--- src/rtl/shifter_arbiter_ctrl_pkg.sv ---
// Shared definitions for the shifter arbiter controller.
//   state_t  : controller FSM states (IDLE, ST1, ST2, RESP)
//   ID_ALIGN : requester id of the alignment path (response id 0)
//   ID_NORM  : requester id of the normalization path (response id 1)
package shifter_arbiter_ctrl_pkg;

  typedef enum logic [1:0] {
    IDLE = 2'd0,
    ST1  = 2'd1,
    ST2  = 2'd2,
    RESP = 2'd3
  } state_t;

  localparam logic ID_ALIGN = 1'b0;
  localparam logic ID_NORM  = 1'b1;

endpackage

--- src/rtl/shift_rr_arbiter.sv ---
// Two-way round-robin arbiter between the alignment and normalization
// requesters of the shared two-stage shifter.
// Ports:
//   clk, rst     : clock, synchronous active-low reset
//   req_align    : alignment requester is valid
//   req_norm     : normalization requester is valid
//   accept       : the current grant is taken this cycle (updates pointer)
//   gnt_vld      : some requester is granted
//   gnt_id       : granted requester (ID_ALIGN / ID_NORM)
module shift_rr_arbiter
  import shifter_arbiter_ctrl_pkg::*;
(
  input  logic clk,
  input  logic rst,
  input  logic req_align,
  input  logic req_norm,
  input  logic accept,
  output logic gnt_vld,
  output logic gnt_id
);

  logic last_id;

  // A tie goes to whoever was not served last; a lone requester always wins.
  always_comb begin
    gnt_vld = req_align | req_norm;
    if (req_align && req_norm) begin
      gnt_id = ~last_id;
    end else if (req_norm) begin
      gnt_id = ID_NORM;
    end else begin
      gnt_id = ID_ALIGN;
    end
  end

  // Resetting to ID_ALIGN makes normalization win the first tie.
  always_ff @(posedge clk) begin
    if (!rst) begin
      last_id <= ID_ALIGN;
    end else if (accept) begin
      last_id <= gnt_id;
    end
  end

endmodule

--- src/rtl/shifter_arbiter_ctrl.sv ---
// Shares one two-stage barrel shifter between the alignment (id 0) and
// normalization (id 1) requesters. One operation at a time, fixed latency:
// accept at T, shifter load at T+1, capture at T+2, response from T+3.
// Ports:
//   clk, rst                       : clock, synchronous active-low reset
//   al_valid_i / al_ready_o        : alignment request handshake
//   al_data_i, al_shift_i,
//   al_left_right_i, al_fill_i     : alignment operand, amount, dir, fill
//   nm_*                           : same set for the normalization requester
//   sh_load_o, sh_data_o,
//   sh_left_right_o,
//   sh_shift_value_o, sh_bit_shift_o : drive to the shifter inputs
//   sh_load_i, sh_data_i           : shifter load_o / Data_o
//   rsp_valid_o, rsp_id_o,
//   rsp_data_o / rsp_ready_i       : response handshake
//   busy_o                         : an operation is in flight
//   err_o                          : sticky "shifter did not flag result" error
module shifter_arbiter_ctrl
  import shifter_arbiter_ctrl_pkg::*;
#(
  parameter int SWR = 26,
  parameter int EWR = 5
) (
  input  logic           clk,
  input  logic           rst,
  input  logic           al_valid_i,
  output logic           al_ready_o,
  input  logic [SWR-1:0] al_data_i,
  input  logic [EWR-1:0] al_shift_i,
  input  logic           al_left_right_i,
  input  logic           al_fill_i,
  input  logic           nm_valid_i,
  output logic           nm_ready_o,
  input  logic [SWR-1:0] nm_data_i,
  input  logic [EWR-1:0] nm_shift_i,
  input  logic           nm_left_right_i,
  input  logic           nm_fill_i,
  output logic           sh_load_o,
  output logic [SWR-1:0] sh_data_o,
  output logic           sh_left_right_o,
  output logic [EWR-1:0] sh_shift_value_o,
  output logic           sh_bit_shift_o,
  input  logic           sh_load_i,
  input  logic [SWR-1:0] sh_data_i,
  output logic           rsp_valid_o,
  output logic           rsp_id_o,
  output logic [SWR-1:0] rsp_data_o,
  input  logic           rsp_ready_i,
  output logic           busy_o,
  output logic           err_o
);

  state_t         state;
  logic           gnt_vld;
  logic           gnt_id;
  logic           accept;

  logic [SWR-1:0] data_p0;
  logic [EWR-1:0] shift_p0;
  logic           lr_p0;
  logic           fill_p0;
  logic           id_p0;
  logic [SWR-1:0] rsp_data_p1;
  logic           err_q;

  shift_rr_arbiter u_arb (
    .clk       (clk),
    .rst       (rst),
    .req_align (al_valid_i),
    .req_norm  (nm_valid_i),
    .accept    (accept),
    .gnt_vld   (gnt_vld),
    .gnt_id    (gnt_id)
  );

  // Gated by rst so nothing is offered during a reset cycle.
  assign accept     = rst && (state == IDLE) && gnt_vld;
  assign al_ready_o = accept && (gnt_id == ID_ALIGN);
  assign nm_ready_o = accept && (gnt_id == ID_NORM);

  always_ff @(posedge clk) begin
    if (!rst) begin
      state       <= IDLE;
      data_p0     <= '0;
      shift_p0    <= '0;
      lr_p0       <= 1'b0;
      fill_p0     <= 1'b0;
      id_p0       <= ID_ALIGN;
      rsp_data_p1 <= '0;
      err_q       <= 1'b0;
    end else begin
      unique case (state)
        // Stage 0: latch the granted request
        IDLE: begin
          if (accept) begin
            data_p0  <= gnt_id ? nm_data_i       : al_data_i;
            shift_p0 <= gnt_id ? nm_shift_i      : al_shift_i;
            lr_p0    <= gnt_id ? nm_left_right_i : al_left_right_i;
            fill_p0  <= gnt_id ? nm_fill_i       : al_fill_i;
            id_p0    <= gnt_id;
            state    <= ST1;
          end
        end
        // Stage 1: shifter loads the latched operand
        ST1: state <= ST2;
        // Stage 2: capture shifter result; a missing load_o is a protocol error
        ST2: begin
          rsp_data_p1 <= sh_data_i;
          if (!sh_load_i) begin
            err_q <= 1'b1;
          end
          state <= RESP;
        end
        // Stage 3: hold response until consumed
        RESP: begin
          if (rsp_ready_i) begin
            state <= IDLE;
          end
        end
        default: state <= IDLE;
      endcase
    end
  end

  // The latches only change on acceptance, so the shifter controls stay
  // steady through ST2 and hold their last values while idle.
  assign sh_load_o        = (state == ST1);
  assign sh_data_o        = data_p0;
  assign sh_left_right_o  = lr_p0;
  assign sh_shift_value_o = shift_p0;
  assign sh_bit_shift_o   = fill_p0;

  assign rsp_valid_o = (state == RESP);
  assign rsp_id_o    = id_p0;
  assign rsp_data_o  = rsp_data_p1;
  assign busy_o      = (state != IDLE);
  assign err_o       = err_q;

endmodule

--- config.mk ---
export PLATFORM = sky130hd
export DESIGN_NAME = shifter_arbiter_ctrl
export DESIGN_NICKNAME = d
export VERILOG_FILES = /design/src/rtl/shifter_arbiter_ctrl_pkg.sv /design/src/rtl/shift_rr_arbiter.sv /design/src/rtl/shifter_arbiter_ctrl.sv
export SDC_FILE = /design/constraint.sdc
export NUM_CORES = 1
export LEC_CHECK = 0
export BUFFER_PORTS_ARGS = -buffer_cell sky130_fd_sc_hd__buf_4
export CORE_ASPECT_RATIO = 0.8
export CORE_MARGIN = 2
export CORE_UTILIZATION = 30
export DETAILED_ROUTE_END_ITERATION = 16
export SYNTH_ARGS = -nofsm -noshare
export SYNTH_HDL_FRONTEND = slang
export SYNTH_SLANG_ARGS = --single-unit
--- constraint.sdc ---
create_clock -name clk -period 4.29 [get_ports clk]
set_input_delay 0.2145 -clock clk [delete_from_list [all_inputs] [get_ports clk]]
set_output_delay 0.2145 -clock clk [all_outputs]
set_load 0.01 [all_outputs]
==> results of run 1 <==
## metal layers
| metal | GRT usage [%] | vias up | wire length [um] |
|---|---|---|---|
| li1 | - | 1172 | - |
| met1 | 19.95 | 1071 | 3238 |
| met2 | 28.38 | 64 | 3915 |
| met3 | 4.711 | 6 | 356 |
| met4 | 5.502 | 0 | 85 |
| met5 | 0 | - | 0 |
## kinds of logic after synthesis
logic type,Yosys count
AOI/OAI and AO/OA,44
buffers and inverters,25
DFF,64
adders and majority gates,5
muxes,28
and+or+nand+nor,66
## worst min-delay path by stage
stage	slack, ns	endpoint	from
global route	0.08	sh_data_o[10]	al_data_i[10]
detailed placement	0.44	sh_data_o[22]	nm_data_i[22]
floorplan	0.35	sh_bit_shift_o	nm_fill_i
finish	0.11	sh_data_o[4]	nm_data_i[4]
global placement	0.44	sh_data_o[25]	nm_data_i[25]
CTS	0.08	sh_data_o[12]	nm_data_i[12]
## critical path, stage by stage (launching register included)
cell,delay [ns]
dfxtp_1,0.34
inv_1,0.11
ha_1,0.30
nand2_1,0.17
a211oi_4,0.90
buf_4,0.27
## metrics by stage
stage	hold WS [ns]	power (mW)
2_1_floorplan	0.3523	1.322
3_3_place_gp	0.4363	1.701
3_5_place_dp	0.4415	1.706
4_1_cts	0.08491	2.235
5_1_grt	0.08074	2.344
6_report	0.1053	2.198
## state kept, by name, summed over array words and instances, names as in the netlist, 2 cells and up
register and count:
sh_data_o 26, state 2, rsp_data_o 26, sh_shift_value_o 5
## power by group
part / switching [mW] / internal, mW / leakage, nW
sequential: 0.0804 / 0.746 / 0.524
combinational: 0.412 / 0.447 / 1.35
clock: 0.213 / 0.299 / 0.103
## cell usage after synthesis, types with 2 or more instances
cell / number / share of area (%)
a221o_1: 33 / 13
inv_1: 6 / 0.90
buf_2: 9 / 1.8
nand2_1: 4 / 0.60
and3_1: 33 / 8.2
nor2_1: 28 / 4.2
o21a_1: 2 / 0.60
a21boi_0: 2 / 0.60
a21oi_1: 2 / 0.40
buf_6: 3 / 1.3
ha_1: 5 / 2.5
dfxtp_1: 64 / 51
clkbuf_1: 5 / 0.75
mux2i_1: 28 / 11
## final cells by class
class	count	area (um2)	share of cell area, %
clock buffer	13	158.9	3.987
tap	108	135.1	3.391
sequential	64	1281	32.15
multi-input combinational	143	1105	27.72
timing repair buffer	165	1239	31.08
inverter	7	26.28	0.6593
clock inverter	3	40.04	1.005
==> flow_summary.json, run 1 <==
{
  "max_freq_mhz": 381.3,
  "final.period_utilization_pct": 61.14,
  "gp_congestion": 0.7957,
  "final_common_cell": "buf_4",
  "async_reset_ff_share_pct": 0,
  "drt_iter0_drc": 80,
  "muxShareOfSynthArea_pct": 11.16,
  "worstPathArrival_ns": 2.41,
  "hold_depth": 2,
  "h-tree-depth": 3,
  "critPathCaptureType": "output port",
  "cts_sinks": 64,
  "yosysSeqAreaShare_pct": 51.00,
  "synth_top_family_by_area": "compound AO/OA/AOI/OAI gates",
  "nets": 493,
  "postCtsHoldBufs": 0,
  "drt_pass1_iterations": 4,
  "endpoint": "nm_ready_o",
  "synth-xor-area-share_pct": 0,
  "cp_max_fo": 27,
  "die-width_um": 106.3,
  "place_area_mm2": 0.003786,
  "vias_per_cell": 4.598,
  "wl_per_cell_um": 15.10,
  "io_pins": 164,
  "cellLeakagePower_nw": 1.981,
  "finalWorstSetupSlack_ns": 1.667,
  "io_buffers": 163,
  "dp_hpwl_um": 5398,
  "rows": 29,
  "max_cap_violations": 0,
  "cts_tree": "built",
  "synth_cell_types": 22,
  "grt_pass1_wl_um": 11760,
  "synth_nets": 335,
  "final_max_slew_viol_count": 0,
  "syn_avg_cell_area_um2": 10.83,
  "synth_compound_area_share_pct": 16.83,
  "post_cts_buffers": 0,
  "power.density_mw_per_mm2": 551.6,
  "crit_required_ns": 4.08,
  "fin_area_mm2": 0.003985,
  "die_h_um": 85.85,
  "synth-edff-count": 0,
  "reg2regPathDepth": 6,
  "synthAdderAreaFrac_pct": 2.490,
  "run_status": "completed",
  "antennaDiodeCount": 0,
  "area_growth_pct": 58.62,
  "yosys_warnings": 0,
  "grt_max_degree": 42,
  "start_util_pct": 31.33,
  "clk_pin_slew_ns": 0.07,
  "synthSimpleGateAreaFrac_pct": 13.40,
  "syn_inst": 232,
  "hold_class": "primary input to flop",
  "synth_area_mm2": 0.002512,
  "cp-start-kind": "flop",
  "clockBufferDepth": 2,
  "fill_cells": 774,
  "ys_seq_elements": 64,
  "post_cts_resized": 0,
  "path_class": "flop to output port",
  "reg2reg_to": "sh_shift_value_o[2]",
  "skew_ns": 0.006565,
  "die_area_mm2": 0.009127,
  "vdd_drop_max_uv": 212.9,
  "tightest_slew_ns": 1.145,
  "ys.flop_type": "dfxtp_1",
  "drc": 0,
  "final_cell_mix": "buf_4 (165), dfxtp_1 (64), and3_1 (33), a221o_1 (33)",
  "slew_headroom_pct": 23.67,
  "reg2reg_slack_ns": 1.96,
  "drt-total-wl_um": 7594,
  "setup_tns_ns": 0,
  "hold_viol_final": 0,
  "fin_crit_ns": 2.623,
  "antenna_left": 0,
  "timing.rr.start": "state[0]",
  "drive_gt1_share_pct": 46.84,
  "coreArea_mm2": 0.008019,
  "rsz0062_at_grt": "false",
  "overflow": 0,
  "worstSkewPairLatency_ns": 0.32,
  "numCtsBuffers": 9,
  "antenna_found_initial": 0,
  "setup_violations": 0,
  "instances_no_fill": 503,
  "grtUsageTotal_pct": 16.51,
  "root_buffer": "clkbuf_8",
  "vias": 2313,
  "final_util_pct": 49.70,
  "crit_start": "state[0]",
  "grt_pass1_vias": 2303,
  "pre_cts_ws_ns": 1.857,
  "dp.cells": 487
}
Power figures use the tool's default switching activity.
==> run 2: changes to the inputs <==
==> constraint.sdc (replaced) <==
create_clock -name clk -period 2.52 [get_ports clk]
set_input_delay 0.126 -clock clk [delete_from_list [all_inputs] [get_ports clk]]
set_output_delay 0.126 -clock clk [all_outputs]
set_load 0.01 [all_outputs]
==> run 2 against run 1 <==
Compared with the run above: highest routed layer unchanged; final area up 6.4%; count of clock-buffer cells in the layout down 1; register-to-register slack worse by 1.8 ns; sequential cell count unchanged; sequential share of layout area down 1.9 points; die area unchanged; combinational power up 83%; critical path type is now flop to flop; hold slack worse by 0.088 ns; first-iteration DRC count up 71%.
==> flow_summary.json, run 2 (synthesis results as in run 1) <==
{
  "hold_class": "primary input to flop",
  "grt_max_degree": 42,
  "power_mw": 3.740,
  "final_common_cell": "buf_4",
  "grt_pass1_vias": 2379,
  "place_area_mm2": 0.003801,
  "final_util_pct": 52.89,
  "clkPwrFrac_pct": 20.4,
  "pre_cts_ws_ns": 0.7234,
  "worstPathArrival_ns": 2.62,
  "vias_per_cell": 4.772,
  "h-tree-depth": 3,
  "fin_crit_ns": 2.404,
  "multi_input_area_mm2": 0.001105,
  "clockBufferDepth": 2,
  "crit_chain": "inv_1, ha_1, o21ai_2, and3_1, a221o_1, dlygate4sd3_1",
  "critPathCaptureType": "flop",
  "p_int_mw": 2.496,
  "cellLeakagePower_nw": 2.107,
  "slew_headroom_pct": 21.20,
  "dp.cells": 489,
  "drt-total-wl_um": 8208,
  "skew_ns": 0.006682,
  "cpPeakStageDelay_ns": 0.58,
  "io_buffers": 163,
  "instances_no_fill": 530,
  "root_buffer": "clkbuf_8",
  "nets": 523,
  "drive_gt1_share_pct": 43.84,
  "clk_pin_slew_ns": 0.07,
  "fill_cells": 740,
  "grt_pass1_wl_um": 12290,
  "antenna_found_initial": 0,
  "die_h_um": 85.85,
  "antennaDiodeCount": 0,
  "rows": 29,
  "cp_slowest_cell": "dlygate4sd3_1",
  "combPwrFrac_pct": 42.0,
  "drt_iter0_drc": 137,
  "post_cts_resized": 0,
  "antenna_left": 0,
  "overflow": 0,
  "gp_congestion": 0.8256,
  "tightest_slew_ns": 1.182,
  "final.period_utilization_pct": 95.38,
  "drc": 0,
  "post_cts_buffers": 0,
  "setup_violations": 0,
  "max_freq_mhz": 416.1,
  "power_switching_mw": 1.244,
  "start_util_pct": 31.33,
  "crit_required_ns": 2.73,
  "area_growth_pct": 68.82,
  "regArea_mm2": 0.001281,
  "fin_area_mm2": 0.004242,
  "finalWorstSetupSlack_ns": 0.1165,
  "io_pins": 164,
  "whs_ns": 0.01755,
  "postCtsHoldBufs": 19,
  "vdd_drop_max_uv": 387.7,
  "coreArea_mm2": 0.008019,
  "final_cell_mix": "buf_4 (167), dfxtp_1 (64), and3_1 (33), a221o_1 (33)",
  "numCtsBuffers": 9,
  "swShare_pct": 33.26,
  "path_class": "flop to flop",
  "vias": 2529,
  "dp_hpwl_um": 5509,
  "drt_pass1_iterations": 4,
  "power_frac_seq_pct": 37.6,
  "worstSkewPairLatency_ns": 0.33,
  "grtUsageTotal_pct": 17.20,
  "die_area_mm2": 0.009127,
  "die-width_um": 106.3,
  "wl_per_cell_um": 15.49,
  "final_max_slew_viol_count": 0,
  "cts_tree": "built",
  "setup_tns_ns": 0,
  "cp_max_fo": 33,
  "run_status": "completed",
  "power.density_mw_per_mm2": 881.8,
  "hold_viol_final": 0,
  "cp-start-kind": "flop",
  "max_cap_violations": 0,
  "cts_sinks": 64
}
==> run 2: cell count changes in the layout (fill, tap and decap cells not counted), sizes merged <==
cell / before / now
dlygate4sd3: 0 / 28
buf: 165 / 167
bufinv: 1 / 0
clkbuf: 13 / 12
clkinv: 2 / 1
==> run 2: final cells by class <==
cell class                      instances  share of cell area [%]
Timing Repair Buffer                  195                   36.17
Sequential cell                        64                   30.21
Multi-Input combinational cell        143                   26.05
Clock buffer                           12                   3.658
Tap cell                              108                   3.186
Inverter                                7                  0.6195
Clock inverter                          1                  0.1180
==> run 2: critical path: cells and delay by family, from the launching register on <==
kind	cells	cell delay (ns)
compound gates	2	0.64
fa+ha+maj	1	0.29
buf+inv	2	0.69
flops	1	0.34
simple gates	1	0.34
==> run 2: path summary, 6_finish.rpt <==
check / from / end / slack [ns] / cells past startpoint
max: state[0] / sh_data_o[6] / 0.12 / 6
min reg2reg: err_o / err_o / 0.48 / 2
max reg2reg: state[0] / sh_data_o[6] / 0.12 / 6
min: al_data_i[20] / sh_data_o[20] / 0.02 / 2
==> run 2: power groups by stage <==
stage               clock, mW  sequential [mW]  combinational [mW]
finish                  0.764             1.41                1.57
global route            0.831             1.44                1.70
CTS                     0.789             1.41                1.55
detailed placement          0             1.43                1.49
global placement            0             1.42                1.48
floorplan                   0             1.52               0.730
==> run 2: routing by layer <==
| layer | global-route usage (%) | part of all wire (%) | vias to the layer above |
|---|---|---|---|
| li1 | - | - | 1230 |
| met1 | 21.12 | 42 | 1220 |
| met2 | 28.55 | 52 | 68 |
| met3 | 5.395 | 4.4 | 11 |
| met4 | 6.220 | 1.7 | 0 |
| met5 | 0 | 0 | - |
